**src/rtl/cfg_reg_bank.sv**
```systemverilog
// ---------------------------------------------------------------------------
// cfg_reg_bank
//
// Purpose:
//   Parametrised configuration register bank for the switch. A host reaches
//   the registers through an addressed read/write slave port with a
//   request/acknowledge handshake. Each register has its own reset value.
//   A lock register can refuse configuration writes. Each register has a
//   one-cycle update strobe for the switch port logic.
//
//   Transaction flow (IDLE -> ACCESS -> DONE -> IDLE):
//     - The request is sampled in IDLE. The command is latched on that edge.
//     - The latched command executes in ACCESS. Ack, error and read data are
//       registered on the same edge as the register update.
//     - DONE takes one dead cycle, so a request that is still held high
//       cannot retrigger immediately.
//
// Ports:
//   clk           in   1                    rising-edge clock
//   rst_n         in   1                    asynchronous active-low reset
//   sw_en         in   1                    transaction request, held until ack
//   sw_wr_rd      in   1                    1 = write, 0 = read
//   sw_addr       in   ADDR_WIDTH           register address
//   sw_wdata      in   W_WIDTH              write data
//   sw_rdata      out  W_WIDTH              read data, valid while sw_ack = 1
//   sw_ack        out  1                    one-cycle completion pulse
//   sw_err        out  1                    error flag, valid while sw_ack = 1
//   reg_data_out  out  NUM_OF_REG*W_WIDTH   flat register contents
//   reg_upd       out  NUM_OF_REG           per-register write strobe
// ---------------------------------------------------------------------------
module cfg_reg_bank #(
    parameter int                              NUM_OF_REG = 4,
    parameter int                              W_WIDTH    = 8,
    parameter int                              ADDR_WIDTH = 8,
    parameter logic [ADDR_WIDTH-1:0]           LOCK_ADDR  = {ADDR_WIDTH{1'b1}},
    parameter logic [NUM_OF_REG*W_WIDTH-1:0]   RST_VAL    = '0
) (
    input  logic                               clk,
    input  logic                               rst_n,
    input  logic                               sw_en,
    input  logic                               sw_wr_rd,
    input  logic [ADDR_WIDTH-1:0]              sw_addr,
    input  logic [W_WIDTH-1:0]                 sw_wdata,
    output logic [W_WIDTH-1:0]                 sw_rdata,
    output logic                               sw_ack,
    output logic                               sw_err,
    output logic [NUM_OF_REG*W_WIDTH-1:0]      reg_data_out,
    output logic [NUM_OF_REG-1:0]              reg_upd
);

    // Data values written to the lock register.
    localparam logic [W_WIDTH-1:0]    LOCK_KEY   = W_WIDTH'(8'hA5);
    localparam logic [W_WIDTH-1:0]    UNLOCK_KEY = '0;
    localparam logic [ADDR_WIDTH:0]   NUM_REG_EXT = (ADDR_WIDTH+1)'(NUM_OF_REG);

    typedef enum logic [1:0] {
        IDLE   = 2'd0,
        ACCESS = 2'd1,
        DONE   = 2'd2
    } state_t;

    state_t                     r_state;
    state_t                     w_state_next;

    // Command latched when the request is accepted.
    logic                       r_wr;
    logic [ADDR_WIDTH-1:0]      r_addr;
    logic [W_WIDTH-1:0]         r_wdata;

    logic                       r_locked;
    logic                       r_ack;
    logic                       r_err;
    logic [W_WIDTH-1:0]         r_rdata;
    logic [NUM_OF_REG-1:0]      r_upd;

    logic                       w_exec;
    logic                       w_addr_is_reg;
    logic                       w_addr_is_lock;
    logic                       w_err;
    logic [W_WIDTH-1:0]         w_rdata;
    logic [W_WIDTH-1:0]         w_reg_rdata;
    logic [NUM_OF_REG-1:0]      w_wr_en;
    logic [W_WIDTH-1:0]         w_regs [NUM_OF_REG];

    // -----------------------------------------------------------------------
    // FSM
    // -----------------------------------------------------------------------
    always_ff @(posedge clk or negedge rst_n) begin
        if (!rst_n) begin
            r_state <= IDLE;
        end else begin
            r_state <= w_state_next;
        end
    end

    always_comb begin
        w_state_next = r_state;
        unique case (r_state)
            IDLE:    if (sw_en) w_state_next = ACCESS;
            ACCESS:  w_state_next = DONE;
            DONE:    w_state_next = IDLE;
            default: w_state_next = IDLE;
        endcase
    end

    // Latch the command when the request is accepted. After that the host
    // may change the address, data or direction freely.
    always_ff @(posedge clk or negedge rst_n) begin
        if (!rst_n) begin
            r_wr    <= 1'b0;
            r_addr  <= '0;
            r_wdata <= '0;
        end else if (r_state == IDLE && sw_en) begin
            r_wr    <= sw_wr_rd;
            r_addr  <= sw_addr;
            r_wdata <= sw_wdata;
        end
    end

    // -----------------------------------------------------------------------
    // Address decode and command evaluation (valid during ACCESS)
    // -----------------------------------------------------------------------
    assign w_exec         = (r_state == ACCESS);
    assign w_addr_is_reg  = ({1'b0, r_addr} < NUM_REG_EXT);
    assign w_addr_is_lock = (r_addr == LOCK_ADDR);

    // Read mux across the register array.
    always_comb begin
        w_reg_rdata = '0;
        for (int i = 0; i < NUM_OF_REG; i++) begin
            if (r_addr == ADDR_WIDTH'(i)) begin
                w_reg_rdata = w_regs[i];
            end
        end
    end

    always_comb begin
        w_err   = 1'b0;
        w_rdata = '0;
        if (w_addr_is_reg) begin
            // Reads are still allowed while the bank is locked.
            w_err = r_wr && r_locked;
            if (!r_wr) w_rdata = w_reg_rdata;
        end else if (w_addr_is_lock) begin
            if (!r_wr) w_rdata = {{(W_WIDTH-1){1'b0}}, r_locked};
        end else begin
            w_err = 1'b1;
        end
    end

    // -----------------------------------------------------------------------
    // Register array. Each register gets its own flop group and reset value.
    // -----------------------------------------------------------------------
    generate
        for (genvar gi = 0; gi < NUM_OF_REG; gi++) begin : g_reg
            logic [W_WIDTH-1:0] r_reg;

            assign w_wr_en[gi] = w_exec && r_wr && !r_locked &&
                                 (r_addr == ADDR_WIDTH'(gi));

            always_ff @(posedge clk or negedge rst_n) begin
                if (!rst_n) begin
                    r_reg <= RST_VAL[gi*W_WIDTH +: W_WIDTH];
                end else if (w_wr_en[gi]) begin
                    r_reg <= r_wdata;
                end
            end

            assign w_regs[gi]                             = r_reg;
            assign reg_data_out[gi*W_WIDTH +: W_WIDTH]    = r_reg;
        end
    endgenerate

    // -----------------------------------------------------------------------
    // Lock register. A lock write is never refused. The new lock state only
    // affects later transactions, because the write path above sees the
    // pre-edge value of r_locked.
    // -----------------------------------------------------------------------
    always_ff @(posedge clk or negedge rst_n) begin
        if (!rst_n) begin
            r_locked <= 1'b0;
        end else if (w_exec && r_wr && w_addr_is_lock) begin
            if (r_wdata == LOCK_KEY) begin
                r_locked <= 1'b1;
            end else if (r_wdata == UNLOCK_KEY) begin
                r_locked <= 1'b0;
            end
        end
    end

    // -----------------------------------------------------------------------
    // Response registers. These are non-zero only in the cycle after ACCESS.
    // -----------------------------------------------------------------------
    always_ff @(posedge clk or negedge rst_n) begin
        if (!rst_n) begin
            r_ack   <= 1'b0;
            r_err   <= 1'b0;
            r_rdata <= '0;
            r_upd   <= '0;
        end else if (w_exec) begin
            r_ack   <= 1'b1;
            r_err   <= w_err;
            r_rdata <= w_rdata;
            r_upd   <= w_wr_en;
        end else begin
            r_ack   <= 1'b0;
            r_err   <= 1'b0;
            r_rdata <= '0;
            r_upd   <= '0;
        end
    end

    assign sw_ack   = r_ack;
    assign sw_err   = r_err;
    assign sw_rdata = r_rdata;
    assign reg_upd  = r_upd;

endmodule

```
**config.mk**
```make
export PLATFORM = sky130hd
export DESIGN_NAME = cfg_reg_bank
export DESIGN_NICKNAME = d
export VERILOG_FILES = /design/src/rtl/cfg_reg_bank.sv
export SDC_FILE = /design/constraint.sdc
export NUM_CORES = 1
export LEC_CHECK = 0
export ABC_AREA = 1
export CAP_MARGIN = 20
export CORE_MARGIN = 10
export CORE_UTILIZATION = 50
export DETAILED_ROUTE_END_ITERATION = 12
export GPL_TIMING_DRIVEN = 0
export PLACE_DENSITY = 0.79
export SETUP_SLACK_MARGIN = 0.5
export SLEW_MARGIN = 20
export SYNTH_ARGS = -nofsm -noshare
export SYNTH_HDL_FRONTEND = slang
export SYNTH_SLANG_ARGS = --single-unit
```
**constraint.sdc**
```tcl
create_clock -name clk -period 3.6 [get_ports clk]
set_input_delay 0.72 -clock clk [delete_from_list [all_inputs] [get_ports clk]]
set_output_delay 0.72 -clock clk [all_outputs]
set_load 0.01 [all_outputs]
```
==> load_flow_metrics.sql, run 1 <==
INSERT INTO impl_metrics (metric_group, metric, value, unit) VALUES
('layout', 'nFillCells', '466', ''),
('cts', 'cts.root.buffer_cell', 'clkbuf_8', ''),
('yosys', 'synth.lib_cells_used.distinct', '25', ''),
('layout', 'largest_register_ffs', '32', ''),
('cts', 'clock-sinks', '66', ''),
('setup_path', 'critical_path_buf_inv_count', '1', ''),
('cts', 'clkTransAtPathRegs', '0.07', 'ns'),
('power_and_ir_drop', 'total_power_per_unit_cell_area', '532.6', 'mW/mm^2'),
('setup_path', 'timing.critical_path.arrival', '1.31', 'ns'),
('global_routing', 'grt_max_degree', '41', ''),
('placement', 'detailed_place_hpwl', '5772', 'um'),
('setup_path', 'cpMaxStageDelayCell', 'clkdlybuf4s50_1', ''),
('timing', 'setup_repair_after_global_routing_missed_its_margin', 'false', ''),
('placement', 'gp_congestion', '0.9129', ''),
('cts', 'cts_buffers', '9', ''),
('layout', 'design.final.nets', '431', ''),
('yosys', 'yosysWarnings', '0', ''),
('cts', 'postCtsResizedCells', '0', ''),
('route', 'drt_first_iter_violations', '173', ''),
('layout', 'synthToLayoutAreaGrowth', '33.50', '%'),
('route', 'viasPerCell', '5.114', ''),
('global_routing', 'number_of_antenna_violations_at_the_first_check_in_global_routing', '0', ''),
('setup_path', 'worst_path_dominant_cell_family', 'buffers and inverters', ''),
('power_and_ir_drop', 'vdd_ir_drop_max', '0.3123', 'mV'),
('route', 'number_of_drc_violations_after_detailed_routing', '0', ''),
('timing', 'timing.fmax', '0.4924', 'GHz'),
('yosys', 'synth_cells', '334', ''),
('route', 'route.final.wire_length', '7866', 'um'),
('cts', 'clock_tree.buffer_depth', '2', ''),
('route', 'num_vias', '2511', ''),
('worst_hold_path', 'min-delay-path-class', 'input pin to async pin', ''),
('timing', 'finalHoldWorstSlack', '0.2692', 'ns'),
('floorplanning', 'fp.dieArea', '0.009562', 'sq mm'),
('setup_path', 'worstSetupPathType', 'register to primary output', ''),
('timing', 'rel_slew_slack', '62.95', '%'),
('power_and_ir_drop', 'total_leakage_power', '1.834', 'nW'),
('placement', 'post_place_cells', '475', ''),
('yosys', 'syn_area_per_cell', '9.058', 'sq um'),
('yosys', 'synth_fp_nets', '354', ''),
('timing', 'skew', '0.008405', 'ns'),
('timing', 'slew_worst_pin', '0.5527', 'ns'),
('layout', 'stdcell_count', '491', ''),
('cts', 'clk_latency', '0.35', 'ns'),
('timing', 'final.period_utilization', '56.41', '%'),
('setup_path', 'crit_path_cell_chain', 'clkdlybuf4s50_1', ''),
('timing', 'hold_violations', '0', ''),
('timing', 'finalMaxSlewViolations', '0', ''),
('setup_path', 'critical_path.max_fanout', '3', ''),
('cts', 'htree_num_levels', '3', ''),
('yosys', 'postSynthRegisterBits', '66', ''),
('floorplanning', 'floorplan.io_pins', '66', ''),
('run_status', 'run_status', 'completed', ''),
('setup_path', 'worstPathRequired', '2.88', 'ns'),
('timing', 'final_setup_violation_count', '0', ''),
('cts', 'cts_post_setup_buffers_inserted', '0', ''),
('cts', 'cts_tree', 'built', ''),
('layout', 'mostFrequentLayoutCells', 'nand2_1 (93), dfrtp_1 (66), clkdlybuf4s50_1 (64)', ''),
('global_routing', 'grt_pass1_wl', '12730', 'um'),
('global_routing', 'grt_pass1_vias', '2557', ''),
('yosys', 'synthesis.area', '0.003025', 'sq mm'),
('cts', 'cts-hold-fix-buffers', '0', ''),
('global_routing', 'track_usage', '16.64', '%'),
('layout', 'most_common_library_cell_in_the_layout_ignoring_fill_and_taps', 'nand2_1', ''),
('floorplanning', 'floorplan.core_area', '0.005886', 'sq mm'),
('setup_path', 'nature_of_the_critical_path_startpoint', 'register', ''),
('route', 'antenna_violating_nets_post_route', '0', ''),
('route', 'wl_per_cell', '16.02', 'um'),
('floorplanning', 'effective_utilization_at_floorplan', '51.40', '%'),
('placement', 'port_buffers', '65', ''),
('floorplanning', 'die_h', '97.79', 'um'),
('setup_path', 'critPathMaxStageDelay', '0.56', 'ns'),
('layout', 'insertedDiodeCount', '0', ''),
('flow_run', 'cap_violations', '0', ''),
('global_routing', 'globalRoute.totalOverflow', '0', ''),
('route', 'drtPass1Iterations', '5', ''),
('floorplanning', 'std_cell_rows', '28', ''),
('layout', 'post_route_cells_drive_above_1_share', '17.07', '%'),
('timing', 'shortest_clock_period_the_worst_path_allows_after_layout', '2.031', 'ns'),
('yosys', 'share_of_the_yosys_chip_area_belonging_to_registers', '54.59', '%'),
('floorplanning', 'die_w', '97.79', 'um'),
('setup_path', 'critPathCaptureType', 'primary output', '');
-- worst paths after layout --
| check | startpoint | endpoint | slack [ns] | cells after the start |
|---|---|---|---|---|
| worst max-delay path | g_reg[1].r_reg[0]$_DFFE_PN0P_ | reg_data_out[8] | 1.57 | 1 |
| worst min-delay path | rst_n | r_addr[6]$_DFFE_PN0P_ | 0.27 | 1 |
| worst max register to register | r_addr[2]$_DFFE_PN0P_ | sw_rdata[2]$_DFF_PN0_ | 1.98 | 5 |
| worst min register to register | g_reg[0].r_reg[5]$_DFFE_PN0P_ | g_reg[0].r_reg[5]$_DFFE_PN0P_ | 0.52 | 2 |
| max in group asynchronous | rst_n | g_reg[2].r_reg[6]$_DFFE_PN0P_ | 2.80 | 2 |
| min in group clk | g_reg[0].r_reg[5]$_DFFE_PN0P_ | g_reg[0].r_reg[5]$_DFFE_PN0P_ | 0.52 | 2 |
-- report_power, final --
part / internal (mW) / switching, mW / leakage, nW
registers: 0.831 / 0.0845 / 0.888
clock network: 0.495 / 0.278 / 0.129
logic: 0.177 / 0.286 / 0.817
total: 1.50 / 0.648 / 1.83
-- synthesized netlist by cell type --
master / instances / share of area, %
nand2_1: 93 / 12
dfrtp_1: 66 / 55
nor2_1: 40 / 5.0
inv_1: 29 / 3.6
o21ai_2: 25 / 7.2
o21ai_0: 20 / 3.3
nand3_1: 18 / 3.0
a21oi_1: 4 / 0.66
buf_6: 4 / 1.5
clkbuf_1: 4 / 0.50
inv_2: 4 / 0.50
nand2_2: 4 / 0.83
nor2_4: 4 / 1.5
nor2_2: 3 / 0.62
nand3_4: 2 / 1.2
nand3b_1: 2 / 0.50
nand4_1: 2 / 0.41
nor2_8: 2 / 1.3
nor3_1: 2 / 0.33
buf_4: 1 / 0.25
nand2_4: 1 / 0.37
nand3_2: 1 / 0.33
nor3_2: 1 / 0.33
nor3_4: 1 / 0.54
o21ai_1: 1 / 0.17
-- worst reg2reg max path, delay by kind of cell, from the launching register on --
| kind | cells | cell delay [ns] |
|---|---|---|
| and+or+nand+nor | 5 | 1.15 |
| DFF | 1 | 0.39 |
-- metrics by stage --
| step | setup WS, ns | TNS (ns) | utilization (%) | instance area (sq um) | power [mW] |
|---|---|---|---|---|---|
| after floorplan | 2.221 | 0 | - | 3025 | 1.176 |
| after global placement | -0.1746 | -11.34 | 64.05 | 3770 | 1.366 |
| after detailed placement | 1.466 | 0 | 64.35 | 3787 | 1.382 |
| after CTS | 1.562 | 0 | 68.62 | 4039 | 2.157 |
| after global routing | 1.529 | 0 | 68.62 | 4039 | 2.244 |
| final | 1.569 | 0 | 68.62 | 4039 | 2.151 |
-- layer usage --
| layer | global-route usage [%] | share of wire, % | wire (um) |
|---|---|---|---|
| met3 | 3.242 | 5.9 | 466 |
| met4 | 8.501 | 2.4 | 190 |
| met2 | 27.44 | 50 | 3934 |
| met1 | 20.24 | 42 | 3275 |
| met5 | 0 | 0 | 0 |
-- cell families (layout without fill, tap and decap cells) --
| kind of cell | count (synthesis) | after routing | share of synthesized area [%] |
|---|---|---|---|
| and+or+nand+nor | 176 | 176 | 27.71 |
| DFF | 66 | 66 | 54.59 |
| AOI/OAI and AO/OA | 50 | 50 | 11.37 |
| buffers and inverters | 42 | 124 | 6.327 |
-- layout make-up --
cell class                      instances  area (sq um)  area share [%]
Buffer                                  9         67.56           1.673
Clock buffer                           11         151.4           3.748
Clock inverter                          5         100.1           2.478
Inverter                               33         123.9           3.067
Multi-Input combinational cell        226          1182           29.28
Sequential cell                        66          1652           40.89
Tap cell                               75         93.84           2.323
Timing Repair Buffer                   66         668.1           16.54
No activity file was read; power rests on OpenSTA's default activity.
==> run 2: changes to the inputs <==
Clock period 3.6 ns to 2.08 ns, I/O delays scaled along.
==> run 2 against run 1 <==
Compared with the run above: worst hold slack improved by 0.24 ns; worst setup slack got worse by 0.98 ns; combinational power rose by 72%; critical path depth rose by 6; first-iteration DRC count rose by 17%; sequential share of layout area fell by 0.45 points; final area rose by 1.1%; final cell count rose by 2.2%; largest cell class unchanged; die area did not move; global-route usage rose by 0.074 points; via count rose by 2.9%; sequential power rose by 74%.
==> load_flow_metrics.sql, run 2 (synthesis results as in run 1) <==
INSERT INTO impl_metrics (metric_group, metric, value, unit) VALUES
('setup_path', 'worstPathRequired', '2.31', 'ns'),
('floorplanning', 'fp.dieArea', '0.009562', 'sq mm'),
('timing', 'finalMaxSlewViolations', '0', ''),
('cts', 'clock-sinks', '66', ''),
('global_routing', 'globalRoute.totalOverflow', '0', ''),
('layout', 'synthToLayoutAreaGrowth', '34.99', '%'),
('route', 'antenna_violating_nets_post_route', '0', ''),
('cts', 'cts.root.buffer_cell', 'clkbuf_8', ''),
('setup_path', 'critical_path.max_fanout', '6', ''),
('layout', 'stdcell_count', '502', ''),
('layout', 'mostFrequentLayoutCells', 'nand2_1 (93), dfrtp_1 (66), dlygate4sd2_1 (46)', ''),
('worst_hold_path', 'min-delay-path-class', 'register to register', ''),
('layout', 'most_common_library_cell_in_the_layout_ignoring_fill_and_taps', 'nand2_1', ''),
('global_routing', 'number_of_antenna_violations_at_the_first_check_in_global_routing', '0', ''),
('cts', 'clkTransAtPathRegs', '0.07', 'ns'),
('timing', 'shortest_clock_period_the_worst_path_allows_after_layout', '1.487', 'ns'),
('cts', 'htree_num_levels', '3', ''),
('power_and_ir_drop', 'vdd_ir_drop_max', '0.5503', 'mV'),
('timing', 'final_setup_violation_count', '0', ''),
('power_and_ir_drop', 'report.power.total', '3.720', 'mW'),
('route', 'drtPass1Iterations', '5', ''),
('setup_path', 'timing.critical_path.arrival', '1.71', 'ns'),
('route', 'drt_first_iter_violations', '202', ''),
('layout', 'post_route_cells_drive_above_1_share', '19.91', '%'),
('placement', 'gp_congestion', '0.9129', ''),
('placement', 'detailed_place_hpwl', '5772', 'um'),
('cts', 'clk_latency', '0.35', 'ns'),
('floorplanning', 'std_cell_rows', '28', ''),
('worst_hold_path', 'min_delay_path_depth', '2', ''),
('layout', 'nFillCells', '478', ''),
('global_routing', 'grt_max_degree', '41', ''),
('timing', 'hold_violations', '0', ''),
('layout', 'insertedDiodeCount', '0', ''),
('run_status', 'run_status', 'completed', ''),
('floorplanning', 'floorplan.core_area', '0.005886', 'sq mm'),
('route', 'wl_per_cell', '16.00', 'um'),
('placement', 'post_place_cells', '475', ''),
('power_and_ir_drop', 'total_power_per_unit_cell_area', '911.0', 'mW/mm^2'),
('setup_path', 'critPathCaptureType', 'register', ''),
('setup_path', 'r2r_end', 'g_reg[1].r_reg[5]$_DFFE_PN0P_', ''),
('floorplanning', 'floorplan.io_pins', '66', ''),
('power_and_ir_drop', 'total_leakage_power', '2.119', 'nW'),
('timing', 'setup_repair_after_global_routing_missed_its_margin', 'false', ''),
('route', 'num_vias', '2584', ''),
('timing', 'rel_slew_slack', '73.21', '%'),
('cts', 'clock_tree.buffer_depth', '2', ''),
('placement', 'port_buffers', '65', ''),
('layout', 'finish.instance_area', '0.004084', 'sq mm'),
('layout', 'largest_register_ffs', '32', ''),
('route', 'route.final.wire_length', '8034', 'um'),
('route', 'number_of_drc_violations_after_detailed_routing', '0', ''),
('flow_run', 'cap_violations', '0', ''),
('floorplanning', 'effective_utilization_at_floorplan', '51.40', '%'),
('timing', 'skew', '0.009379', 'ns'),
('setup_path', 'rr_startpoint', 'r_addr[4]$_DFFE_PN0P_', ''),
('setup_path', 'reg2reg_depth', '7', ''),
('floorplanning', 'die_h', '97.79', 'um'),
('timing', 'slew_worst_pin', '0.4019', 'ns'),
('route', 'viasPerCell', '5.147', ''),
('floorplanning', 'die_w', '97.79', 'um'),
('setup_path', 'nature_of_the_critical_path_startpoint', 'register', ''),
('setup_path', 'setup.reg_to_reg.worst_slack', '0.59', 'ns'),
('layout', 'design.final.nets', '442', ''),
('global_routing', 'track_usage', '16.72', '%'),
('global_routing', 'grt_pass1_wl', '12780', 'um'),
('timing', 'timing.fmax', '0.6723', 'GHz'),
('setup_path', 'worstSetupPathType', 'register to register', ''),
('cts', 'cts_buffers', '9', ''),
('cts', 'cts_tree', 'built', ''),
('global_routing', 'grt_pass1_vias', '2565', ''),
('timing', 'final.period_utilization', '71.51', '%'),
('placement', 'post_dp_cell_area', '0.003787', 'sq mm'),
('worst_hold_path', 'hp-start', 'g_reg[2].r_reg[4]$_DFFE_PN0P_', ''),
('worst_hold_path', 'hold_crit_endpoint', 'g_reg[2].r_reg[4]$_DFFE_PN0P_', '');
run 2: cell count changes in the layout (fill, tap and decap cells not counted), sizes merged:
cell | previous run | this run
clkdlybuf4s50 | 64 | 18
dlygate4sd2 | 0 | 46
buf | 7 | 17
dlygate4sd3 | 0 | 1
run 2: layer usage:
layer	vias up	track usage [%]	share of wire [%]
met4	0	8.501	2.2
li1	1236	-	-
met3	21	3.242	5.7
met1	1222	20.15	42
met5	-	0	0
met2	105	27.80	50
run 2: where the power goes:
group          internal (mW)  switching, mW  total (mW)
sequential              1.44          0.149        1.59
combinational          0.288          0.509       0.797
clock                  0.857          0.480        1.34
total                   2.58           1.14        3.72
run 2: repair_timing:
| item | CTS | global route |
|---|---|---|
| hold endpoints to repair | 26 | 0 |
| cloned | 0 | 0 |
| resized for setup | 47 | 8 |
| setup endpoints to repair | 48 | 29 |
| setup buffers | 0 | 10 |
| pin swaps | 0 | 6 |
| hold buffers | 1 | 0 |
run 2: worst max path at each step:
stage | startpoint | endpoint | cells after the start
after floorplan | r_addr[5]$_DFFE_PN0P_ | g_reg[1].r_reg[2]$_DFFE_PN0P_ | 7
after global placement | rst_n | sw_rdata[4]$_DFF_PN0_ | 1
after detailed placement | sw_en | r_wdata[2]$_DFFE_PN0P_ | 6
after CTS | r_addr[5]$_DFFE_PN0P_ | g_reg[1].r_reg[2]$_DFFE_PN0P_ | 7
after global routing | r_addr[4]$_DFFE_PN0P_ | sw_err$_DFF_PN0_ | 7
final | r_addr[4]$_DFFE_PN0P_ | g_reg[1].r_reg[5]$_DFFE_PN0P_ | 7
run 2: layout make-up:
type | instances | area, sq um | area share, %
flip-flops and latches | 66 | 1652 | 40.44
multi-input cells | 226 | 1196 | 29.29
repair buffers | 77 | 695.7 | 17.03
clock buffers | 11 | 151.4 | 3.707
inverters | 33 | 123.9 | 3.033
clock inverters | 5 | 100.1 | 2.451
well taps | 75 | 93.84 | 2.298
plain buffers | 9 | 71.32 | 1.746
run 2: metrics by stage:
step / util (%) / TNS [ns] / hold slack, ns / setup slack (ns)
after floorplan: - / 0 / 0.1204 / 0.7273
after global routing: 69.39 / 0 / 0.5234 / 0.4873
after global placement: 64.05 / -91.59 / 0.4951 / -1.391
after CTS: 67.92 / 0 / 0.5080 / 0.5058
final: 69.39 / 0 / 0.5083 / 0.5926
after detailed placement: 64.35 / 0 / 0.3432 / 0.2500
run 2: critical path: stages, from the launching register on:
cell,delay (ns)
dfrtp_1,0.41
nor2_2,0.16
nand2_2,0.12
nor2_4,0.24
nand3_4,0.11
buf_4,0.18
nand2_1,0.08
o21ai_2,0.06
==> run 3: changes to the inputs <==
Settings changed: CORE_UTILIZATION 50 to 45, PLACE_DENSITY 0.79 to 0.75.
Clock period 2.08 ns to 1.2 ns, I/O delays scaled along.
==> run 3 against run 2 <==
Compared with the run above: the flow now finishes with violations (negative hold slack, negative setup slack); global-route usage rose by 2.5 points; clock power rose by 40%; worst hold slack got worse by 0.71 ns; worst setup slack worse by 0.91 ns; final area grew 19%; first-iteration DRC count increased by 12%; via count is 18% higher; final cell count up 11%; critical path depth is 1 higher; clock skew hardly changed; critical path type unchanged.
==> load_flow_metrics.sql, run 3 (synthesis results as in run 1) <==
INSERT INTO impl_metrics (metric_group, metric, value, unit) VALUES
('placement', 'post_place_cells', '477', ''),
('floorplanning', 'floorplan.io_pins', '66', ''),
('setup_path', 'reg2reg_depth', '8', ''),
('run_status', 'run_status', 'complete, but fails checks', ''),
('layout', 'insertedDiodeCount', '0', ''),
('timing', 'final_setup_violation_count', '58', ''),
('cts', 'cts.root.buffer_cell', 'clkbuf_8', ''),
('setup_path', 'critical_path.max_fanout', '5', ''),
('timing', 'finalHoldWorstSlack', '-0.2024', 'ns'),
('setup_path', 'nature_of_the_critical_path_startpoint', 'register', ''),
('route', 'wl_per_cell', '19.43', 'um'),
('power_and_ir_drop', 'switchingPower', '2.343', 'mW'),
('setup_path', 'critPathMaxStageDelay', '0.43', 'ns'),
('setup_path', 'worst_path_dominant_cell_family', 'simple AND/OR/NAND/NOR gates', ''),
('route', 'drt_first_iter_violations', '227', ''),
('cts', 'cts_tree', 'built', ''),
('global_routing', 'grt_pass1_wl', '15430', 'um'),
('placement', 'gp_congestion', '0.8853', ''),
('setup_path', 'setup.reg_to_reg.worst_slack', '-0.31', 'ns'),
('power_and_ir_drop', 'total_power_per_unit_cell_area', '1407', 'mW/mm^2'),
('timing', 'skew', '0.009508', 'ns'),
('power_and_ir_drop', 'sequentialPowerShare', '40.8', '%'),
('route', 'route.final.wire_length', '10830', 'um'),
('setup_path', 'worstSetupPathDepth', '8', ''),
('power_and_ir_drop', 'combPwrFrac', '31.7', '%'),
('power_and_ir_drop', 'clock_power_share', '27.5', '%'),
('cts', 'clkTransAtPathRegs', '0.07', 'ns'),
('placement', 'detailed_place_hpwl', '6090', 'um'),
('cts', 'clock-sinks', '66', ''),
('placement', 'post_dp_cell_area', '0.003857', 'sq mm'),
('setup_path', 'worstPathRequired', '1.46', 'ns'),
('layout', 'synthToLayoutAreaGrowth', '60.17', '%'),
('placement', 'port_buffers', '65', ''),
('setup_path', 'cpMaxStageDelayCell', 'dfrtp_1', ''),
('cts', 'cts_buffers', '9', ''),
('setup_path', 'timing.critical_path.arrival', '1.77', 'ns'),
('setup_path', 'r2r_end', 'sw_rdata[7]$_DFF_PN0_', ''),
('layout', 'most_common_library_cell_in_the_layout_ignoring_fill_and_taps', 'dfrtp_1', ''),
('floorplanning', 'effective_utilization_at_floorplan', '47.11', '%'),
('cts', 'clock_tree.buffer_depth', '2', ''),
('timing', 'setup_repair_after_global_routing_missed_its_margin', 'true', ''),
('setup_path', 'critPathCaptureType', 'register', ''),
('floorplanning', 'die_w', '102.0', 'um'),
('global_routing', 'track_usage', '19.26', '%'),
('setup_path', 'rr_startpoint', 'r_addr[4]$_DFFE_PN0P_', ''),
('floorplanning', 'floorplan.core_area', '0.006422', 'sq mm'),
('floorplanning', 'fp.dieArea', '0.01040', 'sq mm'),
('global_routing', 'number_of_antenna_violations_at_the_first_check_in_global_routing', '0', ''),
('setup_path', 'worstSetupPathType', 'register to register', ''),
('run_status', 'violations', 'negative hold slack, negative setup slack', ''),
('cts', 'clk_latency', '0.35', 'ns'),
('worst_hold_path', 'min-delay-path-class', 'input pin to async pin', ''),
('route', 'viasPerCell', '5.479', ''),
('power_and_ir_drop', 'cellInternalPower', '4.476', 'mW'),
('timing', 'hold_violations', '27', ''),
('power_and_ir_drop', 'vdd_ir_drop_max', '0.8499', 'mV'),
('floorplanning', 'std_cell_rows', '29', ''),
('route', 'drtPass1Iterations', '5', ''),
('timing', 'final.period_utilization', '126.1', '%'),
('layout', 'largest_register_ffs', '32', ''),
('placement', 'detailedPlace.worstSlack', '-0.3705', 'ns'),
('power_and_ir_drop', 'power.share.switching', '34.36', '%'),
('flow_run', 'cap_violations', '0', ''),
('setup_path', 'critical_path_buf_inv_count', '1', ''),
('layout', 'stdcell_count', '557', ''),
('timing', 'final_critical_path_setup_slack', '-0.3138', 'ns'),
('setup_path', 'crit_path_cell_chain', 'nor2_4 -> nand2_4 -> nor2_4 -> buf_6 -> nand2_2 -> nor2_2 -> nor2_1 -> nor2_1', ''),
('global_routing', 'grt_pass1_vias', '3031', ''),
('route', 'number_of_drc_violations_after_detailed_routing', '0', ''),
('global_routing', 'globalRoute.totalOverflow', '0', ''),
('layout', 'mostFrequentLayoutCells', 'dfrtp_1 (64), nand2_1 (61), buf_4 (47)', ''),
('power_and_ir_drop', 'total_leakage_power', '2.394', 'nW'),
('timing', 'finalMaxSlewViolations', '0', ''),
('layout', 'finish.instance_area', '0.004846', 'sq mm'),
('timing', 'rel_slew_slack', '72.24', '%'),
('timing', 'timing.fmax', '0.6606', 'GHz'),
('power_and_ir_drop', 'report.power.total', '6.819', 'mW'),
('floorplanning', 'die_h', '102.0', 'um'),
('cts', 'htree_num_levels', '3', ''),
('route', 'num_vias', '3052', ''),
('global_routing', 'grt_max_degree', '40', ''),
('timing', 'shortest_clock_period_the_worst_path_allows_after_layout', '1.514', 'ns'),
('layout', 'post_route_cells_drive_above_1_share', '51.46', '%'),
('layout', 'design.final.nets', '497', ''),
('route', 'antenna_violating_nets_post_route', '0', ''),
('timing', 'slew_worst_pin', '0.4165', 'ns');
[run 3: cell type report]
| cell class | count | area, sq um |
|---|---|---|
| Tap cell | 77 | 96.34 |
| Clock inverter | 3 | 40.04 |
| Inverter | 33 | 143.9 |
| Multi-Input combinational cell | 226 | 1464 |
| Clock buffer | 11 | 151.4 |
| Fill cell | 419 | 1577 |
| Sequential cell | 66 | 1654 |
| Timing Repair Buffer | 132 | 1161 |
| Buffer | 9 | 135.1 |
[run 3: repair_timing]
item                                    in CTS  in global routing
endpoints found under the hold margin       27                 27
cloned                                       4                  2
resized for setup                          246                 59
endpoints found under the setup margin     110                112
pin swaps                                   22                 19
buffers inserted                            51                  9
[run 3: how the worst max path moves through the flow]
stage,from,to,slack (ns)
2_1_floorplan,r_addr[4]$_DFFE_PN0P_,g_reg[1].r_reg[2]$_DFFE_PN0P_,-0.15
3_3_place_gp,rst_n,reg_upd[2]$_DFF_PN0_,-2.17
3_5_place_dp,r_addr[4]$_DFFE_PN0P_,g_reg[1].r_reg[2]$_DFFE_PN0P_,-0.37
4_1_cts,r_addr[5]$_DFFE_PN0P_,sw_rdata[2]$_DFF_PN0_,-0.20
5_1_grt,r_addr[4]$_DFFE_PN0P_,sw_rdata[7]$_DFF_PN0_,-0.36
6_report,r_addr[4]$_DFFE_PN0P_,sw_rdata[7]$_DFF_PN0_,-0.31
[run 3: power groups by stage]
stage          clock network (mW)  logic [mW]  registers [mW]
4_1_cts                      1.87        1.86            2.74
2_1_floorplan                   0       0.824            2.79
3_5_place_dp                    0        1.45            2.79
6_report                     1.87        2.16            2.78
3_3_place_gp                    0        1.41            2.78
5_1_grt                      1.98        2.30            2.81
[run 3: per-stage QoR]
step | util [%] | setup TNS [ns]
3_3_place_gp | 59.79 | -153.64
5_1_grt | 75.45 | -13.21
2_1_floorplan | - | -2.565
6_report | 75.45 | -10.56
4_1_cts | 70.02 | -6.934
3_5_place_dp | 60.06 | -12.26
[run 3: metal layers]
metal  part of all wire, %  vias to the layer above  routed length, um  global-route usage [%]
li1                      -                     1351                  -                       -
met1                    37                     1521               4046                   22.03
met2                    52                      150               5577                   33.04
met3                   7.7                       30                830                   5.196
met4                   3.4                        0                370                   8.677
met5                     0                        -                  0                       0
